==> src/rtl/pb_press_classifier.sv <==
// rtl/pb_press_classifier.sv - pushbutton debounce and short/long press classifier
// Active-low button: synchronize, debounce by stability count, then classify hold duration.
module pb_press_classifier #(
    parameter int DEBOUNCE_CYCLES = 16,
    parameter int LONG_CYCLES     = 1024
) (
    input  logic clk,
    input  logic rst_n,
    input  logic PB,
    output logic press,
    output logic release_evt,
    output logic short_press,
    output logic long_press,
    output logic held
);

    localparam int DW = $clog2(DEBOUNCE_CYCLES);
    localparam int HW = $clog2(LONG_CYCLES);
    localparam logic [DW-1:0] D_LAST = DW'(DEBOUNCE_CYCLES - 1);
    localparam logic [HW-1:0] H_LAST = HW'(LONG_CYCLES - 1);

    typedef enum logic [1:0] {
        IDLE  = 2'd0,
        SHORT = 2'd1,
        LONG  = 2'd2
    } state_t;

    logic          sync1;
    logic          s;
    logic          db;
    logic [DW-1:0] dcnt;

    state_t        state;
    state_t        state_nxt;
    logic [HW-1:0] hcnt;
    logic [HW-1:0] hcnt_nxt;
    logic          press_nxt;
    logic          release_nxt;
    logic          short_nxt;
    logic          long_nxt;
    logic          held_nxt;

    // Both synchronizer flops idle at the released level so reset never looks like a press.
    always_ff @(posedge clk or negedge rst_n) begin
        if (!rst_n) begin
            sync1 <= 1'b1;
            s     <= 1'b1;
        end else begin
            sync1 <= PB;
            s     <= sync1;
        end
    end

    always_ff @(posedge clk or negedge rst_n) begin
        if (!rst_n) begin
            db   <= 1'b1;
            dcnt <= '0;
        end else if (s == db) begin
            dcnt <= '0;
        end else if (dcnt == D_LAST) begin
            db   <= s;
            dcnt <= '0;
        end else begin
            dcnt <= dcnt + 1'b1;
        end
    end

    // Release is checked before the long threshold so a coincident release stays short.
    always_comb begin
        state_nxt   = state;
        hcnt_nxt    = hcnt;
        press_nxt   = 1'b0;
        release_nxt = 1'b0;
        short_nxt   = 1'b0;
        long_nxt    = 1'b0;
        case (state)
            IDLE: begin
                if (!db) begin
                    state_nxt = SHORT;
                    press_nxt = 1'b1;
                    hcnt_nxt  = '0;
                end
            end
            SHORT: begin
                if (db) begin
                    state_nxt   = IDLE;
                    release_nxt = 1'b1;
                    short_nxt   = 1'b1;
                end else if (hcnt == H_LAST) begin
                    state_nxt = LONG;
                    long_nxt  = 1'b1;
                end else begin
                    hcnt_nxt = hcnt + 1'b1;
                end
            end
            LONG: begin
                if (db) begin
                    state_nxt   = IDLE;
                    release_nxt = 1'b1;
                end
            end
            default: begin
                state_nxt = IDLE;
            end
        endcase
        held_nxt = (state_nxt != IDLE);
    end

    always_ff @(posedge clk or negedge rst_n) begin
        if (!rst_n) begin
            state       <= IDLE;
            hcnt        <= '0;
            press       <= 1'b0;
            release_evt <= 1'b0;
            short_press <= 1'b0;
            long_press  <= 1'b0;
            held        <= 1'b0;
        end else begin
            state       <= state_nxt;
            hcnt        <= hcnt_nxt;
            press       <= press_nxt;
            release_evt <= release_nxt;
            short_press <= short_nxt;
            long_press  <= long_nxt;
            held        <= held_nxt;
        end
    end

endmodule

==> config.mk <==
export PLATFORM = sky130hd
export DESIGN_NAME = pb_press_classifier
export DESIGN_NICKNAME = d
export VERILOG_FILES = /design/src/rtl/pb_press_classifier.sv
export SDC_FILE = /design/constraint.sdc
export NUM_CORES = 1
export LEC_CHECK = 0
export BUFFER_PORTS_ARGS = -buffer_cell sky130_fd_sc_hd__buf_2
export CAP_MARGIN = 20
export CORE_AREA = 10 10 57 71
export DETAILED_ROUTE_END_ITERATION = 12
export DIE_AREA = 0 0 67 81
export MAX_ROUTING_LAYER = met4
export SLEW_MARGIN = 20
export SYNTH_ARGS = -nofsm -noshare
export SYNTH_HDL_FRONTEND = slang
export SYNTH_SLANG_ARGS = --single-unit
export TNS_END_PERCENT = 30
==> constraint.sdc <==
create_clock -name clk -period 2.15 [get_ports clk]
set_clock_uncertainty 0.15 [all_clocks]
set_input_delay 0.215 -clock clk [delete_from_list [all_inputs] [get_ports clk]]
set_output_delay 0.215 -clock clk [all_outputs]
set_load 0.01 [all_outputs]
-- Word level (Yosys, flattened, before mapping)
Index checks and enable logic that the tools add are counted.
- register bits after elaboration: 24
- input bits: 3
- output and inout port bits: 5
- logic and storage cells: 47
- add/subtract/negate cells: 2
- equality and inequality tests: 8
- multiplexer cells: 19
- bitwise operators: 1
- reduce and logical (&&, ||, !) cells: 6
- operators by type and width (operator ; count):
    $mux 10 ; 3
    $pmux 10 s2 ; 1
    $add 10x1->10 const B ; 1
    $eq 10x10->1 const B ; 1
    $mux 1 ; 8
    $mux 2 ; 4
    $mux 4 ; 2
    $ne 2x2->1 const B ; 3
    $pmux 2 s3 ; 1
    $add 4x1->4 const B ; 1
    $eq 4x4->1 const B ; 1
    $reduce_and 4->1 ; 1
    $reduce_bool 2->1 ; 2
    $eq 2x1->1 const B ; 1
    $eq 2x2->1 const B ; 1
    $logic_not 2->1 ; 1
    $reduce_and 2->1 ; 1
    $reduce_or 2->1 ; 1
    $eq 1x1->1 ; 1
    $not 1->1 ; 1

-- Logic depth before layout (Yosys ltp)
Gate-level depths: netlist of the first run.
- word-level depth: 5
- depth in mapped cells: 7
- depth with buffers taken out: 6

-- Worst setup path before layout of the first run
Ideal clock, no wire load.
- path type: reg-to-reg
- start point: register hcnt[0]
- end point: register hcnt[7]
- setup time: 0.078 ns
- data arrival time: 1.574 ns
- data required time: 1.922 ns
- slack: 0.349 ns
- cell stages (with the launch flop): 6
- path buffers: 0
- period minus slack after synthesis: 1.801 ns
- cells stage by stage: dfrtp_1 -> ha_1 -> and3_1 -> and4_4 -> or4_1 -> a21oi_1
- word-level cells in the longest chain between the ends: 4
- elaborated cells between the ends (all ways): 7
- those cells by class: add/sub (1); eq/ne (2); mux (3); reduce/logical (1)
- RTL lines (element ; line ; RTL):
    start, declared ; 35 ; logic [HW-1:0] hcnt;
    start signal, assigned ; 120 ; hcnt <= hcnt_nxt;
    $add 10x1->10 ; 93 ; hcnt_nxt = hcnt + 1'b1;
    $mux 10 ; 89 ; end else if (hcnt == H_LAST) begin
    $mux 10 ; 85 ; if (db) begin
    $pmux 10 s2 ; 76 ; case (state)
Parallel ways exist; a longest one is shown, timed or not. The select of a mux whose other input is x is not followed.
A chain may end at the register's enable or synchronous reset.

-- Final worst setup path of the first run
- start point: register state[0]
- end point: register hcnt[5]
- word-level cells in the longest chain between the ends: 3
- elaborated cells between the ends (all ways): 8
- those cells by class: eq/ne (4); mux (1); reduce/logical (3)
- RTL lines (element ; line ; RTL):
    start, declared ; 33 ; state_t state;
    start signal, assigned ; 119 ; state <= state_nxt;
    $eq 2x1->1 / $logic_not 2->1 (equally long branches) ; 76 ;
    $ne 2x2->1 (no line) / $reduce_bool 2->1 (equally long branches) ; - ;
    $reduce_and 4->1 (no line) ; - ;
Parallel ways exist; a longest one is shown, timed or not.

==> impl_metrics.tcl, run 1 <==
set metrics [dict create \
    hp-class "reg -> reg" \
    cap_violations 0 \
    arrival_ps 2060 \
    grt_max_degree 25 \
    insertion_delay_ps 320 \
    clockBufferDepth 2 \
    setup_viol 0 \
    fin_crit_ps 1953 \
    top_level_ports 8 \
    final_cells 164 \
    drc 0 \
    worst_setup_path_end_kind "register" \
    synthDistinctLibCells 38 \
    fin_nets 138 \
    path_cells "inv_1, ha_1, o21ba_2, nand3_1, or4_1, a21oi_1" \
    vias 890 \
    outcome "complete, no violations" \
    fillCellCount 269 \
    p_clk_share_pct 23.9 \
    drt_wl_total_mm 2.201 \
    relSlewSlack_pct 64.65 \
    p_sw_mw 0.4351 \
    max_stage_delay_ps 450 \
    regArea_um2 604.3 \
    internal_power_mw 0.9227 \
    dp.cells 158 \
    rsz0062_at_grt "false" \
    netlist_area_um2 1185 \
    track_usage_pct 9.143 \
    rows 22 \
    routed_via_density 5.427 \
    clkSlewWorstSetupHoldPaths_ps 130 \
    cts_root_buffer "clkbuf_4" \
    grt_pass1_vias 909 \
    cts_made_buffers 3 \
    die_h_um 81 \
    drive_above_1_share_pct 19.53 \
    power_density_nw_per_um2 1007 \
    stdcell_area_um2 1349 \
    cts_tree "done" \
    switching_share_pct 32.04 \
    antenna_cells 0 \
    avgSynthCellArea_um2 10.39 \
    ys_seq_area_share_pct 51.00 \
    p_comb_share_pct 31.2 \
    place.gp.congestion 0.7687 \
    numPortBuffers 7 \
    synth_warnings 0 \
    dpl.hpwl_mm 1.656 \
    fin_setup_tns_ps 0 \
    reg_top3 "hcnt x10, dcnt x4, state x2" \
    synthCells 114 \
    drt-initial-drc-count 63 \
    synth.net_count 123 \
    synthToLayoutAreaGrowth_pct 13.83 \
    post_dp_cell_area_um2 1276 \
    critPathSlowestCell "or4_1" \
    peakVddDrop_uv 478.0 \
    hold_ws_ps 216.6 \
    post-route-period-util_pct 90.84 \
    synth.top_cells.by_area "dfrtp_1, dfstp_2, ha_1" \
    wl_per_cell_um 13.42 \
    synth.top_cell.area_share_pct 44.35 \
    largest_register_ffs 10 \
    dr.pass1.iters 4 \
    synth_seq_cells 24 \
    regMostFlops "hcnt" \
    critPathLaunchType "register" \
    grt_pass1_wl_mm 3.891 \
    finalMaxSlewViolations 0 \
    htreeDepth 1 \
    crit_type "reg -> reg" \
    initial_core_util_pct 42.62 \
    required_ps 2260 \
    worst_slew_pin_slew_ps 530.2 \
    core-area_um2 2780 \
    ant_nets 0 \
    power_mw 1.358 \
    cts.sinks 24 \
    cp_max_fo 6 \
    grt_antenna_before_repair 0 \
    p_leak_nw 0.6399 \
    multiInputGateArea_um2 546.8 \
    yosysTopAreaCell "dfrtp_1" \
    hold_viol_final 0 \
    clock.fmax_ghz 0.5120 \
    die-area_um2 5427 \
    grt-ovfl-total 0 \
    power_frac_seq_pct 44.9 \
    fp.dieW_um 67 \
]
[path summary, 6_finish.rpt]
kind	startpoint	to	slack, ps	cells past startpoint
min in group asynchronous	rst_n	dcnt[3]$_DFF_PN0_	230	2
max in group asynchronous	rst_n	db$_DFFE_PN1P_	1250	2
min	sync1$_DFF_PN1_	s$_DFF_PN1_	220	0
max	state[0]$_DFF_PN0_	hcnt[5]$_DFFE_PN0P_	200	6
min reg2reg	sync1$_DFF_PN1_	s$_DFF_PN1_	220	0
max reg2reg	state[0]$_DFF_PN0_	hcnt[5]$_DFFE_PN0P_	200	6
[Yosys cell counts, drive strengths merged]
cell	number
dfrtp	21
nor2	8
nand2	7
a21oi	6
ha	6
inv	6
nand3	5
and3	4
nor3	4
o21ai	4
or3	4
and2	3
dfstp	3
xnor2	3
a21o	2
and4	2
nand2b	2
nand4	2
o211ai	2
o31ai	2
or2	2
or4	2
a211o	1
a221oi	1
a31oi	1
buf	1
clkbuf	1
mux2	1
mux2i	1
nand4b	1
nor2b	1
nor3b	1
o21ba	1
o21bai	1
o32ai	1
xor2	1
[cells by family after synthesis]
logic type / count (synthesis) / synth area share (%)
AO/OA/AOI/OAI: 22 / 12.25
XOR/XNOR: 4 / 2.957
adder cells (fa/ha/maj): 6 / 6.336
buffers and inverters: 8 / 2.851
flip-flops: 24 / 51.00
multiplexers: 2 / 1.795
AND/OR/NAND/NOR: 48 / 22.81
[stage by stage]
stage | utilization [%] | worst slack, ps
3_3_place_gp | 45.90 | 263.8
3_5_place_dp | 45.90 | 213.9
6_report | 48.51 | 196.9
4_1_cts | 48.51 | 184.8
5_1_grt | 48.51 | 30.38
2_1_floorplan | - | 348.6
[worst max-delay path, delay by kind of cell, from the launching register on]
family,cells,cell delay (ps)
and+or+nand+nor,2,630
buffers and inverters,1,100
adders and majority gates,1,240
AOI/OAI and AO/OA,2,350
DFF,1,440
[cell usage in the layout (no fill, tap or decap), drive strengths merged, types with 3 or more instances in the layout]
cell,count
a21oi,6
clkbuf,3
nor3,4
nand3,5
and2,3
xnor2,3
dfstp,3
buf,10
ha,6
dfrtp,21
or3,4
nand2,7
inv,6
and3,4
o21ai,4
nor2,8
[power by group through the flow]
stage | Combinational [mW] | Clock (mW) | Sequential, mW
3_5_place_dp | 0.427 | 0 | 0.616
4_1_cts | 0.429 | 0.336 | 0.608
3_3_place_gp | 0.413 | 0 | 0.616
6_report | 0.424 | 0.325 | 0.609
5_1_grt | 0.488 | 0.355 | 0.625
2_1_floorplan | 0.300 | 0 | 0.610
[area by class of cell]
| cell class | count | share of cell area, % |
|---|---|---|
| inverters | 6 | 1.670 |
| multi-input cells | 82 | 40.54 |
| clock buffers | 3 | 1.670 |
| flip-flops and latches | 24 | 44.81 |
| well taps | 36 | 3.340 |
| repair buffers | 12 | 5.751 |
| clock inverters | 1 | 2.226 |
[layer usage]
metal | global-route usage, % | wire length [um] | vias up
met4 | 4.115 | 36 | 0
li1 | - | - | 434
met1 | 9.959 | 1014 | 435
met5 | - | 0 | -
met2 | 15.02 | 1047 | 16
met3 | 2.617 | 103 | 5
[what timing repair did]
action / 4_1_cts / 5_1_grt
hold buffers: 2 / 0
gates resized for setup: 0 / 0
buffers inserted: 0 / 0
hold endpoints to repair: 22 / 0
Power figures use the tool's default switching activity.
==> run 2: changes to the inputs <==
--- a/config.mk
+++ b/config.mk
@@ -7,10 +7,11 @@
 export LEC_CHECK = 0
 export BUFFER_PORTS_ARGS = -buffer_cell sky130_fd_sc_hd__buf_2
 export CAP_MARGIN = 20
-export CORE_AREA = 10 10 57 71
+export CORE_AREA = 10 10 53 65
 export DETAILED_ROUTE_END_ITERATION = 12
-export DIE_AREA = 0 0 67 81
+export DIE_AREA = 0 0 63 75
 export MAX_ROUTING_LAYER = met4
+export PLACE_DENSITY = 0.71
 export SLEW_MARGIN = 20
 export SYNTH_ARGS = -nofsm -noshare
 export SYNTH_HDL_FRONTEND = slang
==> run 2 against run 1 <==
Power shrank 1.8%. Register-to-register slack is essentially flat. Flip-flop and latch count is the same. Hold slack gained 2.8 ps. Critical endpoint unchanged. Largest cell class unchanged.
==> impl_metrics.tcl, run 2 (same netlist as run 1, synthesis figures left out) <==
set metrics [dict create \
    power_frac_seq_pct 45.5 \
    rows 19 \
    final_common_cell "dfrtp_1" \
    arrival_ps 2060 \
    r2r-start "state[0]$_DFF_PN0_" \
    regMostFlops "hcnt" \
    reg_top3 "hcnt x10, dcnt x4, state x2" \
    peakVddDrop_uv 543.9 \
    switching_share_pct 31.56 \
    fp.dieW_um 63 \
    critPathLaunchType "register" \
    grt-ovfl-total 0 \
    postLayoutCoreUtil_pct 60.38 \
    hold_viol_final 0 \
    largest_register_ffs 10 \
    power_mw 1.333 \
    post-route-period-util_pct 90.86 \
    drive_above_1_share_pct 18.90 \
    dr.pass1.iters 4 \
    insertion_delay_ps 320 \
    ctsHoldBuffers 2 \
    grt_pass1_vias 796 \
    cap_violations 0 \
    cts_made_buffers 3 \
    clock.fmax_ghz 0.5119 \
    internal_power_mw 0.9124 \
    drt-initial-drc-count 20 \
    clockBufferDepth 2 \
    wl_per_cell_um 12.98 \
    routed_via_density 5.405 \
    finalMaxSlewViolations 0 \
    antenna_cells 0 \
    fin_setup_tns_ps 0 \
    regArea_um2 604.3 \
    power_density_nw_per_um2 998.5 \
    vias 854 \
    worst_setup_path_end_kind "register" \
    drt_wl_total_mm 2.051 \
    ant_nets 0 \
    r2r_end "hcnt[5]$_DFFE_PN0P_" \
    place.gp.congestion 0.7613 \
    grt_pass1_wl_mm 3.450 \
    reg2reg_slack_ps 200 \
    cp-startpoint "state[0]$_DFF_PN0_" \
    cts.sinks 24 \
    p_comb_share_pct 30.2 \
    p_sw_mw 0.4207 \
    clkSlewWorstSetupHoldPaths_ps 130 \
    cts_tree "done" \
    setup_viol 0 \
    crit_type "reg -> reg" \
    rsz0062_at_grt "false" \
    fin_crit_ps 1953 \
    worstHoldStart "sync1$_DFF_PN1_" \
    relSlewSlack_pct 64.98 \
    fin_nets 137 \
    htreeDepth 1 \
    track_usage_pct 9.516 \
    grt_antenna_before_repair 0 \
    p_leak_nw 0.6354 \
    worst_slew_pin_slew_ps 525.2 \
    initial_core_util_pct 53.59 \
    r2r_cells 6 \
    p_clk_share_pct 24.3 \
    top_level_ports 8 \
    core-area_um2 2211 \
    grt_max_degree 25 \
    numPortBuffers 7 \
    hp-class "reg -> reg" \
    crit_end "hcnt[5]$_DFFE_PN0P_" \
    post_cts_buffers 0 \
    cp_max_fo 6 \
    outcome "complete, no violations" \
    ctsResizeCount 0 \
    drc 0 \
    final_cell_mix "dfrtp_1, nor2_1, nand2_1, buf_2" \
    die_h_um 75 \
    multiInputGateArea_um2 546.8 \
    dpl.hpwl_mm 1.533 \
    cts_root_buffer "clkbuf_4" \
    required_ps 2260 \
    fillCellCount 193 \
    die-area_um2 4725 \
    synthToLayoutAreaGrowth_pct 12.67 \
]
==> run 2: per-stage QoR <==
step                worst slack [ps]  instances  cell area [um^2]  hold slack (ps)
floorplan                      348.6        114              1185           -230.6
global placement               284.2        152              1262            65.43
detailed placement             212.1        152              1262            73.50
CTS                            182.5        158              1335            221.9
global route                   29.77        158              1335            225.3
finish                         196.6        158              1335            219.5
==> run 2: how the worst min path moves through the flow <==
stage | to | slack (ps) | depth (start not counted)
3_5_place_dp | hcnt[7]$_DFFE_PN0P_ | 70 | 1
6_report | s$_DFF_PN1_ | 220 | 0
2_1_floorplan | dcnt[0]$_DFF_PN0_ | -230 | 0
3_3_place_gp | hcnt[7]$_DFFE_PN0P_ | 70 | 1
4_1_cts | s$_DFF_PN1_ | 220 | 0
5_1_grt | s$_DFF_PN1_ | 230 | 0
==> run 2: worst max-delay path, cell delays in order, from the launching register on <==
cell and delay, ps:
dfrtp_1 440, inv_1 90, ha_1 240, o21ba_2 190
nand3_1 170, or4_1 430, a21oi_1 170
==> run 2: cell type report <==
type	count	area share [%]
clock buffers	3	1.687
well taps	31	2.905
multi-input cells	82	40.96
clock inverters	1	2.249
flip-flops and latches	24	45.27
repair buffers	11	5.248
inverters	6	1.687
==> run 2: power by group through the flow <==
stage               sequential, mW  clock, mW  combinational (mW)
floorplan                    0.610          0               0.300
global placement             0.614          0               0.389
detailed placement           0.615          0               0.404
CTS                          0.606      0.335               0.409
global route                 0.618      0.350               0.454
finish                       0.607      0.324               0.403
==> run 2: metal layers <==
| layer | global-route usage (%) | wire length (um) | vias up |
|---|---|---|---|
| met4 | 6.716 | 51 | 0 |
| met3 | 2.522 | 86 | 5 |
| li1 | - | - | 433 |
| met2 | 15.25 | 955 | 11 |
| met5 | - | 0 | - |
| met1 | 10.18 | 958 | 405 |
